<file path="src/rtl/motor_fault_pkg.sv">
// +--------------------------------------------------------------------+
// | motor_fault_pkg : shared types/constants for motor_fault_supervisor |
// | Macro: SUPERVISOR_OTW_FAULT_EN (adds OTW cause bit)   Rev 1.0       |
// +--------------------------------------------------------------------+
`default_nettype none

package motor_fault_pkg;

  typedef enum logic [1:0] {
    ST_RUN   = 2'd0,
    ST_BRAKE = 2'd1,
    ST_COAST = 2'd2
  } state_t;

  localparam int C_DRV  = 0;
  localparam int C_HALL = 1;
  localparam int C_ENC  = 2;
  localparam int C_SW   = 3;
  localparam int C_WDT  = 4;

`ifdef SUPERVISOR_OTW_FAULT_EN
  localparam int C_OTW   = 5;
  localparam int CAUSE_W = 6;
`else
  localparam int CAUSE_W = 5;
`endif

  // Bits needed to hold 0..max_val; never less than one.
  function automatic int cnt_w(input int unsigned max_val);
    return (max_val == 0) ? 1 : $clog2(max_val + 1);
  endfunction

endpackage

`default_nettype wire

</file>
<file path="src/rtl/fault_channel_fsm.sv">
// +--------------------------------------------------------------------+
// | fault_channel_fsm : one channel's filters, watchdog, causes, FSM    |
// | Macro: SUPERVISOR_OTW_FAULT_EN                        Rev 1.0       |
// +--------------------------------------------------------------------+
`default_nettype none

module fault_channel_fsm
  import motor_fault_pkg::*;
#(
  parameter int FILTER_CYCLES = 16,
  parameter int WDT_CYCLES    = 100000,
  parameter int BRAKE_CYCLES  = 50000
) (
  input  logic               clk,
  input  logic               rst_n_i,
  input  logic               drv_act_i,
  input  logic               hall_act_i,
  input  logic               enc_act_i,
  input  logic               otw_act_i,
  input  logic               cmd_valid_i,
  input  logic               sw_fault_i,
  input  logic               clear_req_i,
  output logic               fault_o,
  output logic               brake_o,
  output logic [CAUSE_W-1:0] cause_o,
  output logic               otw_o
);

  localparam int FW = cnt_w(FILTER_CYCLES);
  localparam int WW = cnt_w(WDT_CYCLES);
  localparam int BW = cnt_w(BRAKE_CYCLES);
  localparam logic [FW-1:0] FLT_MAX  = FW'(FILTER_CYCLES);
  localparam logic [WW-1:0] WDT_LOAD = WW'(WDT_CYCLES);
  localparam logic [BW-1:0] BRK_LAST = BW'(BRAKE_CYCLES - 1);

  // Filter slots: 0 drv, 1 hall, 2 enc, 3 otw
  logic [3:0]    w_act;
  logic [3:0]    w_flt;
  logic [FW-1:0] flt_q [4];

  assign w_act = {otw_act_i, enc_act_i, hall_act_i, drv_act_i};

  always_ff @(posedge clk or negedge rst_n_i) begin
    if (!rst_n_i) begin
      for (int i = 0; i < 4; i++) flt_q[i] <= '0;
    end else begin
      for (int i = 0; i < 4; i++) begin
        if (!w_act[i])               flt_q[i] <= '0;
        else if (flt_q[i] != FLT_MAX) flt_q[i] <= flt_q[i] + FW'(1);
      end
    end
  end

  always_comb begin
    for (int i = 0; i < 4; i++) w_flt[i] = (flt_q[i] == FLT_MAX);
  end

  state_t               state_q;
  logic                 fault_q;
  logic                 brake_q;
  logic                 otw_q;
  logic [CAUSE_W-1:0]   cause_q;
  logic [CAUSE_W-1:0]   cause_d;
  logic [CAUSE_W-1:0]   w_set;
  logic [WW-1:0]        wdt_q;
  logic [BW-1:0]        brk_q;
  logic                 w_wdt_exp;

  // Expiry is the decrement into zero; a kick on that same cycle reloads instead.
  assign w_wdt_exp = (WDT_CYCLES != 0) && (state_q == ST_RUN) &&
                     (wdt_q == WW'(1)) && !cmd_valid_i;

  always_comb begin
    w_set         = '0;
    w_set[C_DRV]  = w_flt[0];
    w_set[C_HALL] = w_flt[1];
    w_set[C_ENC]  = w_flt[2];
    w_set[C_SW]   = sw_fault_i;
    w_set[C_WDT]  = w_wdt_exp;
`ifdef SUPERVISOR_OTW_FAULT_EN
    w_set[C_OTW]  = w_flt[3];
`endif
    cause_d = cause_q | w_set;
  end

  always_ff @(posedge clk or negedge rst_n_i) begin
    if (!rst_n_i) begin
      state_q <= ST_COAST;
      fault_q <= 1'b1;
      brake_q <= 1'b0;
      otw_q   <= 1'b0;
      cause_q <= '0;
      wdt_q   <= WDT_LOAD;
      brk_q   <= '0;
    end else begin
      otw_q   <= w_flt[3];
      cause_q <= cause_d;
      case (state_q)
        ST_RUN: begin
          if (cmd_valid_i)        wdt_q <= WDT_LOAD;
          else if (wdt_q != '0)   wdt_q <= wdt_q - WW'(1);
          if (|w_set) begin
            fault_q <= 1'b1;
            brk_q   <= '0;
            if (BRAKE_CYCLES == 0) begin
              state_q <= ST_COAST;
              brake_q <= 1'b0;
            end else begin
              state_q <= ST_BRAKE;
              brake_q <= 1'b1;
            end
          end
        end
        ST_BRAKE: begin
          wdt_q <= WDT_LOAD;
          if (brk_q == BRK_LAST) begin
            state_q <= ST_COAST;
            brake_q <= 1'b0;
          end else begin
            brk_q <= brk_q + BW'(1);
          end
        end
        default: begin
          // COAST (and any illegal encoding): release only with every source quiet.
          wdt_q   <= WDT_LOAD;
          state_q <= ST_COAST;
          fault_q <= 1'b1;
          brake_q <= 1'b0;
          if (clear_req_i && !(|w_set)) begin
            state_q <= ST_RUN;
            fault_q <= 1'b0;
            cause_q <= '0;
          end
        end
      endcase
    end
  end

  assign fault_o = fault_q;
  assign brake_o = brake_q;
  assign cause_o = cause_q;
  assign otw_o   = otw_q;

endmodule

`default_nettype wire

</file>
<file path="src/rtl/motor_fault_supervisor.sv">
// +--------------------------------------------------------------------+
// | motor_fault_supervisor : per-channel motor fault/brake supervisor   |
// | Macro: SUPERVISOR_OTW_FAULT_EN                        Rev 1.0       |
// +--------------------------------------------------------------------+
`default_nettype none

module motor_fault_supervisor
  import motor_fault_pkg::*;
#(
  parameter int NUM_CH        = 5,
  parameter int FILTER_CYCLES = 16,
  parameter int WDT_CYCLES    = 100000,
  parameter int BRAKE_CYCLES  = 50000
) (
  input  logic                      clk,
  input  logic                      reset_n,
  input  logic [NUM_CH-1:0]         status_driver_fault_n,
  input  logic [NUM_CH-1:0]         status_driver_otw_n,
  input  logic [NUM_CH-1:0]         status_hall_fault_n,
  input  logic [NUM_CH-1:0]         status_encoder_fault_n,
  input  logic [NUM_CH-1:0]         cmd_valid,
  input  logic                      sw_fault,
  input  logic [NUM_CH-1:0]         clear_req,
  output logic [NUM_CH-1:0]         fault,
  output logic [NUM_CH-1:0]         brake,
  output logic [CAUSE_W*NUM_CH-1:0] cause,
  output logic [NUM_CH-1:0]         otw
);

  localparam int PW = 4 * NUM_CH;

  logic [PW-1:0] w_pins;
  logic [PW-1:0] meta_q;
  logic [PW-1:0] sync_q;
  logic [PW-1:0] w_act;

  assign w_pins = {status_encoder_fault_n, status_hall_fault_n,
                   status_driver_otw_n, status_driver_fault_n};

  // Synchronisers park at the inactive (high) level during reset.
  always_ff @(posedge clk or negedge reset_n) begin
    if (!reset_n) begin
      meta_q <= '1;
      sync_q <= '1;
    end else begin
      meta_q <= w_pins;
      sync_q <= meta_q;
    end
  end

  assign w_act = ~sync_q;

  for (genvar k = 0; k < NUM_CH; k++) begin : g_ch
    fault_channel_fsm #(
      .FILTER_CYCLES (FILTER_CYCLES),
      .WDT_CYCLES    (WDT_CYCLES),
      .BRAKE_CYCLES  (BRAKE_CYCLES)
    ) u_ch (
      .clk         (clk),
      .rst_n_i     (reset_n),
      .drv_act_i   (w_act[0*NUM_CH + k]),
      .otw_act_i   (w_act[1*NUM_CH + k]),
      .hall_act_i  (w_act[2*NUM_CH + k]),
      .enc_act_i   (w_act[3*NUM_CH + k]),
      .cmd_valid_i (cmd_valid[k]),
      .sw_fault_i  (sw_fault),
      .clear_req_i (clear_req[k]),
      .fault_o     (fault[k]),
      .brake_o     (brake[k]),
      .cause_o     (cause[k*CAUSE_W +: CAUSE_W]),
      .otw_o       (otw[k])
    );
  end

endmodule

`default_nettype wire

</file>
<file path="config.mk">
export PLATFORM = sky130hd
export DESIGN_NAME = motor_fault_supervisor
export DESIGN_NICKNAME = d
export VERILOG_FILES = /design/src/rtl/motor_fault_pkg.sv /design/src/rtl/fault_channel_fsm.sv /design/src/rtl/motor_fault_supervisor.sv
export SDC_FILE = /design/constraint.sdc
export NUM_CORES = 1
export LEC_CHECK = 0
export CAP_MARGIN = 15
export CORE_ASPECT_RATIO = 1.5
export CORE_UTILIZATION = 45
export CTS_CLUSTER_SIZE = 14
export DETAILED_ROUTE_END_ITERATION = 7
export GPL_ROUTABILITY_DRIVEN = 0
export HOLD_SLACK_MARGIN = 0.02
export PLACE_DENSITY = 0.71
export SKIP_LAST_GASP = 1
export SYNTH_ARGS = -nofsm -noshare
export SYNTH_HDL_FRONTEND = slang
export SYNTH_SLANG_ARGS = --single-unit
</file>
<file path="constraint.sdc">
create_clock -name clk -period 4.4 [get_ports clk]
set_clock_uncertainty 0.05 [all_clocks]
set_input_delay 0.66 -clock clk [delete_from_list [all_inputs] [get_ports clk]]
set_output_delay 0.66 -clock clk [all_outputs]
set_load 0.02 [all_outputs]
</file>
==> results of run 1 <==
stage by stage:
step	area [um2]	std cells	power, mW	hold slack, ns
2_1_floorplan	17100	1606	4.82	0.295
3_5_place_dp	18300	2136	5.25	0.297
6_report	19500	2202	8.18	0.182
3_3_place_gp	18300	2136	5.19	0.296
5_1_grt	19500	2202	8.64	0.269
4_1_cts	19500	2202	8.31	0.219
layout by cell type (no fill, tap or decap), types with 7 or more instances in the layout:
cell type / instances
o31ai_1: 20
dfrtp_1: 275
nor3_1: 54
or2_2: 7
clkbuf_8: 10
clkbuf_16: 37
or4_1: 13
o21ai_0: 49
xnor2_1: 47
xor2_1: 74
a41oi_1: 7
clkdlybuf4s50_1: 71
and4_1: 9
and2_1: 12
mux2i_1: 26
ha_1: 60
o21a_1: 33
dfstp_2: 80
buf_4: 22
nand2b_1: 13
a21oi_1: 61
o21ai_1: 8
inv_1: 68
clkbuf_1: 12
nand2_1: 80
a31oi_1: 36
o31a_1: 7
nor4bb_1: 25
o211ai_1: 23
nand4_1: 35
nor4_1: 15
nor2_1: 155
or3_1: 22
nand3_1: 104
and3_1: 26
synth_stat cells, types with 25 or more instances:
master / instances
nand4_1: 35
inv_1: 68
xor2_1: 74
xnor2_1: 47
mux2i_1: 26
nor2_1: 155
o21ai_0: 49
ha_1: 60
nand2_1: 80
a21oi_1: 61
dfrtp_1: 275
nand3_1: 104
and3_1: 26
o21a_1: 33
dfstp_2: 80
nor3_1: 54
nor4bb_1: 25
a31oi_1: 36
worst min-delay path by stage:
stage                     cells after the start           startpoint  slack, ns                            endpoint
final                                         1              reset_n       0.18  g_ch[2].u_ch.brk_q[11]$_DFFE_PN0P_
after CTS                                     1              reset_n       0.22  g_ch[1].u_ch.flt_q[16]$_DFFE_PN0P_
after detailed placement                      0  meta_q[6]$_DFF_PN1_       0.30                 sync_q[6]$_DFF_PN1_
after global placement                        0  meta_q[9]$_DFF_PN1_       0.30                 sync_q[9]$_DFF_PN1_
after global routing                          1              reset_n       0.27  g_ch[2].u_ch.brk_q[11]$_DFFE_PN0P_
after floorplan                               0  meta_q[0]$_DFF_PN1_       0.30                 sync_q[0]$_DFF_PN1_
final cells by class:
class,count,area [um2]
fill,3346,18100
sequential,355,8980
multi-input combinational,1127,7530
clock buffer,59,1110
timing repair buffer,96,931
tap,489,612
inverter,69,259
clock inverter,7,46.3
cell families (layout without fill, tap and decap cells):
| logic type | count (synthesis) | after routing | share of synthesized area [%] |
|---|---|---|---|
| xor+xnor | 121 | 121 | 6.20 |
| buf+inv | 124 | 231 | 3.37 |
| fa+ha+maj | 60 | 60 | 4.39 |
| compound gates | 291 | 291 | 11.5 |
| flops | 355 | 355 | 52.6 |
| simple gates | 628 | 628 | 20.4 |
| mux | 27 | 27 | 1.59 |
layer usage:
layer  track usage (%)  vias to the layer above  share of wire [%]
met1              21.2                     6056                 42
met2              32.8                      148                 53
met3              2.41                       57                2.6
met4              6.17                        0                2.4
li1                  -                     5924                  -
met5                 0                        -                  0
worst max-delay path, delay by kind of cell:
kind,cells,cell delay (ns)
AOI/OAI and AO/OA,2,0.74
buffers and inverters,1,0.79
and+or+nand+nor,2,0.99
sequential cells by signal (all words and copies together), names as in the netlist:
signal,count
g_ch.u_ch.brake_o,5
g_ch.u_ch.brk_q,80
g_ch.u_ch.cause_o,25
g_ch.u_ch.fault_o,5
g_ch.u_ch.flt_q,100
g_ch.u_ch.otw_o,5
g_ch.u_ch.state_q,10
g_ch.u_ch.wdt_q,85
meta_q,20
sync_q,20
power by group through the flow:
stage / Clock, mW / Sequential, mW / Combinational [mW]
after floorplan: 0 / 3.86 / 0.967
after global placement: 0 / 3.96 / 1.24
after detailed placement: 0 / 3.97 / 1.28
after CTS: 3.11 / 3.92 / 1.29
after global routing: 3.23 / 3.97 / 1.44
final: 2.99 / 3.92 / 1.27
==> impl_metrics.json, run 1 <==
{
  "outcome": "finished clean",
  "r2r-end": "g_ch[2].u_ch.brk_q[11]$_DFFE_PN0P_",
  "post_synth_main_area_contributors": "dfrtp_1 (40%), dfstp_2 (12%), ha_1 (4.4%)",
  "startpoint_type": "input pin",
  "post_drt_via_cell_ratio": 5.53,
  "io_pins": 73,
  "pre_cts_ws_ns": 0.985,
  "nNetsFinal": 1778,
  "clockPowerShare_pct": 36.6,
  "clkLatencyLatePin_ns": 0.53,
  "postSynthCellCount": 1606,
  "fin_ws_ns": 1.59,
  "p_switching_mw": 2.35,
  "synth_area_mm2": 0.0171,
  "area_growth_pct": 13.9,
  "cts-root-buf": "clkbuf_16",
  "path_cells": "clkdlybuf4s50_1 > or4_1 > a22oi_2 > nand2_1 > a31oi_1",
  "cp_slowest_cell": "clkdlybuf4s50_1",
  "htreeDepth": 2,
  "drive_above_1_share_pct": 11.8,
  "ys_types": 88,
  "final_util_pct": 51.8,
  "hold_buffers": 0,
  "dpl.hpwl_um": 22900,
  "ant_nets": 0,
  "path_max_fanout": 13,
  "r2r_setup_slack_ns": 1.79,
  "hold_path.class": "input pin to async pin",
  "max-slew-margin-rel_pct": 37.3,
  "cts_tree": "yes",
  "remaining_drc_errors": 0,
  "final_max_slew_viol_count": 0,
  "floorplan.rows": 87,
  "worstSetupStartpoint": "sw_fault",
  "combPwrFrac_pct": 15.5,
  "synth-seq-area-share_pct": 52.6,
  "rr_startpoint": "g_ch[2].u_ch.flt_q[15]$_DFFE_PN0P_",
  "cap_violations": 0,
  "portBuffers": 72,
  "cts_buffer_depth": 3,
  "syn_area_per_cell_um2": 10.6,
  "grt_use_total_pct": 17.8,
  "netSwitchingFraction_pct": 28.7,
  "post_cts_buffers": 0,
  "arrival_ns": 3.20,
  "vdd_drop_max_uv": 336,
  "yosysTopAreaCell": "dfrtp_1",
  "cts_buffers": 36,
  "fin_tns_setup_ns": 0,
  "end_kind": "flop",
  "wirelength_um": 33300,
  "die_area_mm2": 0.0388,
  "grt_pass1_vias": 12500,
  "fin_crit_ns": 2.81,
  "antenna_cells": 0,
  "p_seq_share_pct": 47.9,
  "grt_pass1_wl_um": 58400,
  "tightestPinTransition_ns": 0.940,
  "synth-edff-count": 0,
  "grt-ovfl-total": 0,
  "drt-initial-drc-count": 573,
  "cp.required_ns": 4.78,
  "clk_pin_slew_ns": 0.06,
  "setup_viol": 0,
  "power.internal_mw": 5.83,
  "synth_top_area_share_pct": 40.3,
  "rsz0062_at_grt": "no",
  "firstDrtPassIters": 5,
  "wl_per_cell_um": 15.1,
  "cts.sinks": 355,
  "worstRegToRegCells": 8,
  "mappedNetlistNets": 1699,
  "async_flop_share_pct": 100,
  "crit_type": "input pin to flop",
  "grt_max_degree": 121,
  "critPathMaxStageDelay_ns": 0.79,
  "core_mm2": 0.0376,
  "antenna_found_initial": 0,
  "vias": 12200,
  "final-hold-violation-count": 0,
  "fmax_ghz": 0.356,
  "die_width_um": 161,
  "finalCritPeriodShare_pct": 63.9,
  "post_cts_resized": 0,
  "fp.dieH_um": 241,
  "critPathCapture": "g_ch[2].u_ch.brk_q[11]$_DFFE_PN0P_",
  "ys.flop_type": "dfrtp_1",
  "ys_warn_count": 0,
  "power_per_cell_area_mw_per_mm2": 420,
  "start_util_pct": 45.5,
  "p_leak_nw": 8.28,
  "ys_ff_latch": 355
}
Note: power is estimated with default switching activity, not from simulation.
==> inputs of run 2 (changes only) <==
PLACE_DENSITY = 0.73   (was 0.71)
clock period = 2.4 ns   (was 4.4 ns; I/O delays follow)
==> run 2 against run 1 <==
  * Routed wire length up 4.2%
  * Combinational power grew 99%
  * Sequential share of layout area down 1.1 points
  * Count of clock-buffer cells in the layout up 1
  * Cell area rose by 2.4%
  * Global-route usage is 0.46 points higher
  * Critical endpoint is now g_ch[0].u_ch.brk_q[5]$_DFFE_PN0P_
  * Largest power group unchanged
  * Highest routed layer unchanged
==> impl_metrics.json, run 2 (same netlist as run 1, synthesis figures left out) <==
{
  "finalCritPeriodShare_pct": 92.4,
  "cts_buffer_depth": 3,
  "grt_max_degree": 74,
  "grt_use_total_pct": 18.3,
  "outcome": "finished clean",
  "max-slew-margin-rel_pct": 55.1,
  "path_delay_family": "simple AND/OR/NAND/NOR gates",
  "hold_path.class": "input pin to flop",
  "grt-ovfl-total": 0,
  "power_per_cell_area_mw_per_mm2": 778,
  "end_kind": "flop",
  "fin_tns_setup_ns": 0,
  "p_seq_share_pct": 46.4,
  "tightestPinTransition_ns": 0.667,
  "floorplan.rows": 87,
  "power.internal_mw": 11.1,
  "fin_crit_ns": 2.22,
  "core_mm2": 0.0376,
  "cts-root-buf": "clkbuf_16",
  "p_switching_mw": 4.38,
  "wl_per_cell_um": 15.5,
  "cap_violations": 0,
  "cts.sinks": 355,
  "combPwrFrac_pct": 16.3,
  "critPathMaxStageDelay_ns": 0.57,
  "die_area_mm2": 0.0388,
  "cts_tree": "yes",
  "path_max_fanout": 13,
  "clkLatencyLatePin_ns": 0.53,
  "firstDrtPassIters": 6,
  "startpoint_type": "flop",
  "remaining_drc_errors": 0,
  "arrival_ns": 2.61,
  "antenna_found_initial": 0,
  "fmax_ghz": 0.451,
  "final_max_slew_viol_count": 0,
  "wirelength_um": 34700,
  "ant_nets": 0,
  "nNetsFinal": 1824,
  "n_fill_cell": 3285,
  "portBuffers": 72,
  "cp_slowest_cell": "or4_1",
  "post_cts_resized": 0,
  "cp.required_ns": 2.79,
  "vdd_drop_max_uv": 559,
  "regMostFlops": "g_ch.u_ch.flt_q",
  "clk_pin_slew_ns": 0.06,
  "die_width_um": 161,
  "total_power_mw": 15.5,
  "cts_buffers": 37,
  "vias": 12400,
  "path_cells": "inv_1 > ha_1 > nor4bb_1 > or4_1 > a31oi_4 > buf_12 > o21bai_4 > a31oi_1",
  "htreeDepth": 2,
  "netSwitchingFraction_pct": 28.2,
  "dp_cells": 2180,
  "final_cell_mix": "dfrtp_1 (275), nor2_1 (155), nand3_1 (104)",
  "io_pins": 73,
  "setup_viol": 0,
  "area_growth_pct": 16.6,
  "instances_no_fill": 2245,
  "grt_pass1_vias": 12700,
  "start_util_pct": 45.5,
  "clockPowerShare_pct": 37.3,
  "post_drt_via_cell_ratio": 5.54,
  "final-hold-violation-count": 0,
  "largest_reg_flops": 100,
  "drive_above_1_share_pct": 14.1,
  "largestRegisters": "g_ch.u_ch.flt_q x100, g_ch.u_ch.wdt_q x85, g_ch.u_ch.brk_q x80",
  "layout_commonest_cell": "dfrtp_1",
  "drt-initial-drc-count": 622,
  "antenna_cells": 0,
  "p_leak_nw": 8.55,
  "grt_pass1_wl_um": 59400,
  "rsz0062_at_grt": "no",
  "cp_num_buf_inv": 2,
  "dpl.hpwl_um": 24300,
  "fp.dieH_um": 241,
  "crit_type": "flop to flop"
}
==> run 2: changes by cell type in the layout (fill, tap and decap cells not counted), sizes merged <==
cell / before / now
buf: 25 / 69
bufinv: 0 / 2
clkbuf: 59 / 60
clkinv: 5 / 1
clkinvlp: 0 / 1
dlygate4sd3: 0 / 1
inv: 71 / 69
==> run 2: routing by layer <==
metal | GRT usage, % | vias to the layer above | routed length [um]
met4 | 6.83 | 0 | 902
met2 | 34.1 | 174 | 18500
met1 | 21.3 | 6192 | 14300
met3 | 2.27 | 62 | 974
li1 | - | 6010 | -
met5 | 0 | - | 0
==> run 2: worst register-to-register path, stage by stage (launching register included) <==
cell and delay [ns]:
dfrtp_1 0.37, inv_1 0.08, ha_1 0.19, nor4bb_1 0.16, or4_1 0.57, a31oi_4 0.24
buf_12 0.17, o21bai_4 0.10, a31oi_1 0.22
==> run 2: cell type report <==
cell class	instances	area, um2	area share, %
Inverter	69	259	1.30
Clock buffer	60	1150	5.78
Sequential cell	355	8980	45.1
Tap cell	489	612	3.07
Multi-Input combinational cell	1127	7530	37.8
Clock inverter	4	72.6	0.364
Timing Repair Buffer	141	1320	6.63
==> run 2: power by group through the flow <==
stage,sequential [mW],clock (mW),combinational (mW)
finish,7.19,5.79,2.53
CTS,7.18,5.97,2.55
global placement,7.25,0,2.44
global route,7.29,6.20,2.85
detailed placement,7.28,0,2.53
floorplan,7.07,0,1.77
==> run 2: worst paths after layout <==
kind                                                endpoint  cells after the start  slack (ns)                         startpoint
max                        g_ch[0].u_ch.brk_q[5]$_DFFE_PN0P_                      8        0.18  g_ch[0].u_ch.flt_q[5]$_DFFE_PN0P_
min                                      meta_q[0]$_DFF_PN1_                      1        0.19           status_driver_fault_n[0]
max reg2reg                g_ch[0].u_ch.brk_q[5]$_DFFE_PN0P_                      8        0.18  g_ch[0].u_ch.flt_q[5]$_DFFE_PN0P_
min reg2reg                              sync_q[9]$_DFF_PN1_                      0        0.30                meta_q[9]$_DFF_PN1_
max in group asynchronous                sync_q[2]$_DFF_PN1_                      4        1.19                            reset_n
min in group asynchronous  g_ch[2].u_ch.flt_q[4]$_DFFE_PN0P_                      2        0.27                            reset_n
==> run 2: through the flow <==
stage                     hold slack [ns]  setup WS, ns  instance area (um2)  utilization, %
final                               0.189         0.182                19900            53.1
after global routing                0.177        0.0179                19900            53.1
after CTS                           0.162         0.178                19900            53.1
after detailed placement            0.239       -0.0190                18700            49.8
after global placement              0.240        0.0529                18700            49.8
after floorplan                    0.0144         0.314                17100               -
==> run 2: timing repair <==
| action | in CTS | in global routing |
|---|---|---|
| hold buffers | 1 | 0 |
| setup buffers | 0 | 0 |
| hold endpoints to repair | 35 | 0 |
==> inputs of run 3 (changes only) <==
PLACE_DENSITY = unset   (was 0.73)
PLACE_DENSITY_LB_ADDON = 0.08   (was unset)
==> run 3 against run 2 <==
  * Core utilization grew 0.51 points
  * Worst setup slack gained 0.0011 ns
  * Sequential cell count is the same
  * Sequential power barely moved
  * Cell count increased by 0.62%
  * Routed wire length fell by 0.45%
  * Critical endpoint is now g_ch[0].u_ch.brk_q[4]$_DFFE_PN0P_
  * Die area did not move
  * Count of clock-buffer cells in the layout fell by 1
  * Clock power rose by 7.9%
  * Critical path type unchanged
  * Hold slack worse by 0.0092 ns
  * Maximum frequency hardly changed
==> impl_metrics.json, run 3 (same netlist as run 1, synthesis figures left out) <==
{
  "cap_violations": 0,
  "core_mm2": 0.0376,
  "max-slew-margin-rel_pct": 51.4,
  "path_cells": "inv_1 > ha_1 > nor4bb_1 > or4_1 > a31oi_4 > buf_12 > o21bai_4 > a31oi_1",
  "regMostFlops": "g_ch.u_ch.flt_q",
  "multi_input_area_mm2": 0.00753,
  "r2r_setup_slack_ns": 0.18,
  "arrival_ns": 2.61,
  "io_pins": 73,
  "start_util_pct": 45.5,
  "largest_reg_flops": 100,
  "grt_use_total_pct": 18.4,
  "path_delay_family": "simple AND/OR/NAND/NOR gates",
  "final_cell_mix": "dfrtp_1 (275), nor2_1 (155), nand3_1 (104)",
  "fin_crit_ns": 2.22,
  "regArea_mm2": 0.00898,
  "grt-ovfl-total": 0,
  "tightestPinTransition_ns": 0.719,
  "final_max_slew_viol_count": 0,
  "path_max_fanout": 13,
  "drt-initial-drc-count": 542,
  "cp.required_ns": 2.80,
  "remaining_drc_errors": 0,
  "cp_num_buf_inv": 2,
  "area_growth_pct": 17.7,
  "layout_commonest_cell": "dfrtp_1",
  "setup_viol": 0,
  "antenna_cells": 0,
  "critPathMaxStageDelay_ns": 0.57,
  "fp.dieH_um": 241,
  "wirelength_um": 34600,
  "n_fill_cell": 3328,
  "cp_slowest_cell": "or4_1",
  "crit_type": "flop to flop",
  "fin_hold_ws_ns": 0.180,
  "end_kind": "flop",
  "rsz0062_at_grt": "no",
  "drive_above_1_share_pct": 14.5,
  "clk_pin_slew_ns": 0.06,
  "firstDrtPassIters": 5,
  "die_width_um": 161,
  "pre_cts_ws_ns": 0.00516,
  "fin_ws_ns": 0.184,
  "htreeDepth": 2,
  "nNetsFinal": 1833,
  "fin_tns_setup_ns": 0,
  "power_per_cell_area_mw_per_mm2": 793,
  "final-hold-violation-count": 0,
  "post_cts_buffers": 0,
  "ant_nets": 0,
  "die_area_mm2": 0.0388,
  "startpoint_type": "flop",
  "vias": 12200,
  "hold_path.class": "input pin to flop",
  "cts.sinks": 355,
  "grt_pass1_wl_um": 59700,
  "grt_pass1_vias": 12500,
  "floorplan.rows": 87,
  "p_leak_nw": 8.65,
  "clkLatencyLatePin_ns": 0.53,
  "dpl.hpwl_um": 24100,
  "fmax_ghz": 0.451,
  "vdd_drop_max_uv": 720,
  "antenna_found_initial": 0,
  "portBuffers": 72,
  "cts-root-buf": "clkbuf_16",
  "post_drt_via_cell_ratio": 5.41,
  "cts_tree": "yes",
  "cts_buffers": 38,
  "wl_per_cell_um": 15.3,
  "cts_buffer_depth": 3,
  "largestRegisters": "g_ch.u_ch.flt_q x100, g_ch.u_ch.wdt_q x85, g_ch.u_ch.brk_q x80",
  "grt_max_degree": 62,
  "finalCritPeriodShare_pct": 92.4,
  "outcome": "finished clean"
}
==> run 3: cell types whose count changed in the layout (fill, tap and decap cells not counted) <==
cell        change
clkinvlp_4      -1
clkbuf_16       +4
clkinv_4        +2
clkbuf_8        -9
bufinv_16       +3
buf_12          +2
buf_4           +6
clkinv_2        +3
clkbuf_1        +4
==> run 3: per-stage QoR <==
step / util [%] / area, um2 / power, mW / cells
after floorplan: - / 17100 / 8.84 / 1606
after global placement: 50.0 / 18800 / 9.77 / 2188
after detailed placement: 50.0 / 18800 / 9.82 / 2188
after CTS: 53.6 / 20100 / 16.2 / 2259
after global routing: 53.6 / 20100 / 16.8 / 2259
final: 53.6 / 20100 / 16.0 / 2259
==> run 3: worst paths after layout <==
| path | depth (start not counted) | start | end |
|---|---|---|---|
| setup / recovery | 8 | g_ch[0].u_ch.flt_q[5]$_DFFE_PN0P_ | g_ch[0].u_ch.brk_q[4]$_DFFE_PN0P_ |
| hold / removal | 1 | status_encoder_fault_n[4] | meta_q[19]$_DFF_PN1_ |
| setup reg to reg | 8 | g_ch[0].u_ch.flt_q[5]$_DFFE_PN0P_ | g_ch[0].u_ch.brk_q[4]$_DFFE_PN0P_ |
| hold reg to reg | 0 | meta_q[7]$_DFF_PN1_ | sync_q[7]$_DFF_PN1_ |
| max in group asynchronous | 3 | reset_n | g_ch[3].u_ch.wdt_q[15]$_DFFE_PN1P_ |
| min in group asynchronous | 2 | reset_n | g_ch[2].u_ch.flt_q[3]$_DFFE_PN0P_ |
==> run 3: what timing repair did <==
| action | 4_1_cts | 5_1_grt |
|---|---|---|
| gates resized for setup | 0 | 0 |
| endpoints found under the hold margin | 38 | 0 |
| hold buffers | 1 | 0 |
==> run 3: final cells by class <==
cell class / instances / share of cell area (%)
Clock inverter: 11 / 0.933
Tap cell: 489 / 3.04
Multi-Input combinational cell: 1127 / 37.4
Inverter: 69 / 1.29
Clock buffer: 59 / 5.68
Sequential cell: 355 / 44.6
Timing Repair Buffer: 149 / 6.99
==> run 3: where the power goes <==
group | internal [mW] | switching, mW
registers | 6.56 | 0.627
logic | 1.11 | 1.41
clock network | 3.83 | 2.42
==> run 3: per-layer routing <==
| metal | part of all wire [%] | wire length, um | GRT usage [%] |
|---|---|---|---|
| met1 | 43 | 14800 | 21.7 |
| met2 | 52 | 18000 | 34.2 |
| met3 | 3.0 | 1040 | 2.82 |
| met4 | 2.0 | 681 | 5.75 |
| met5 | 0 | 0 | 0 |
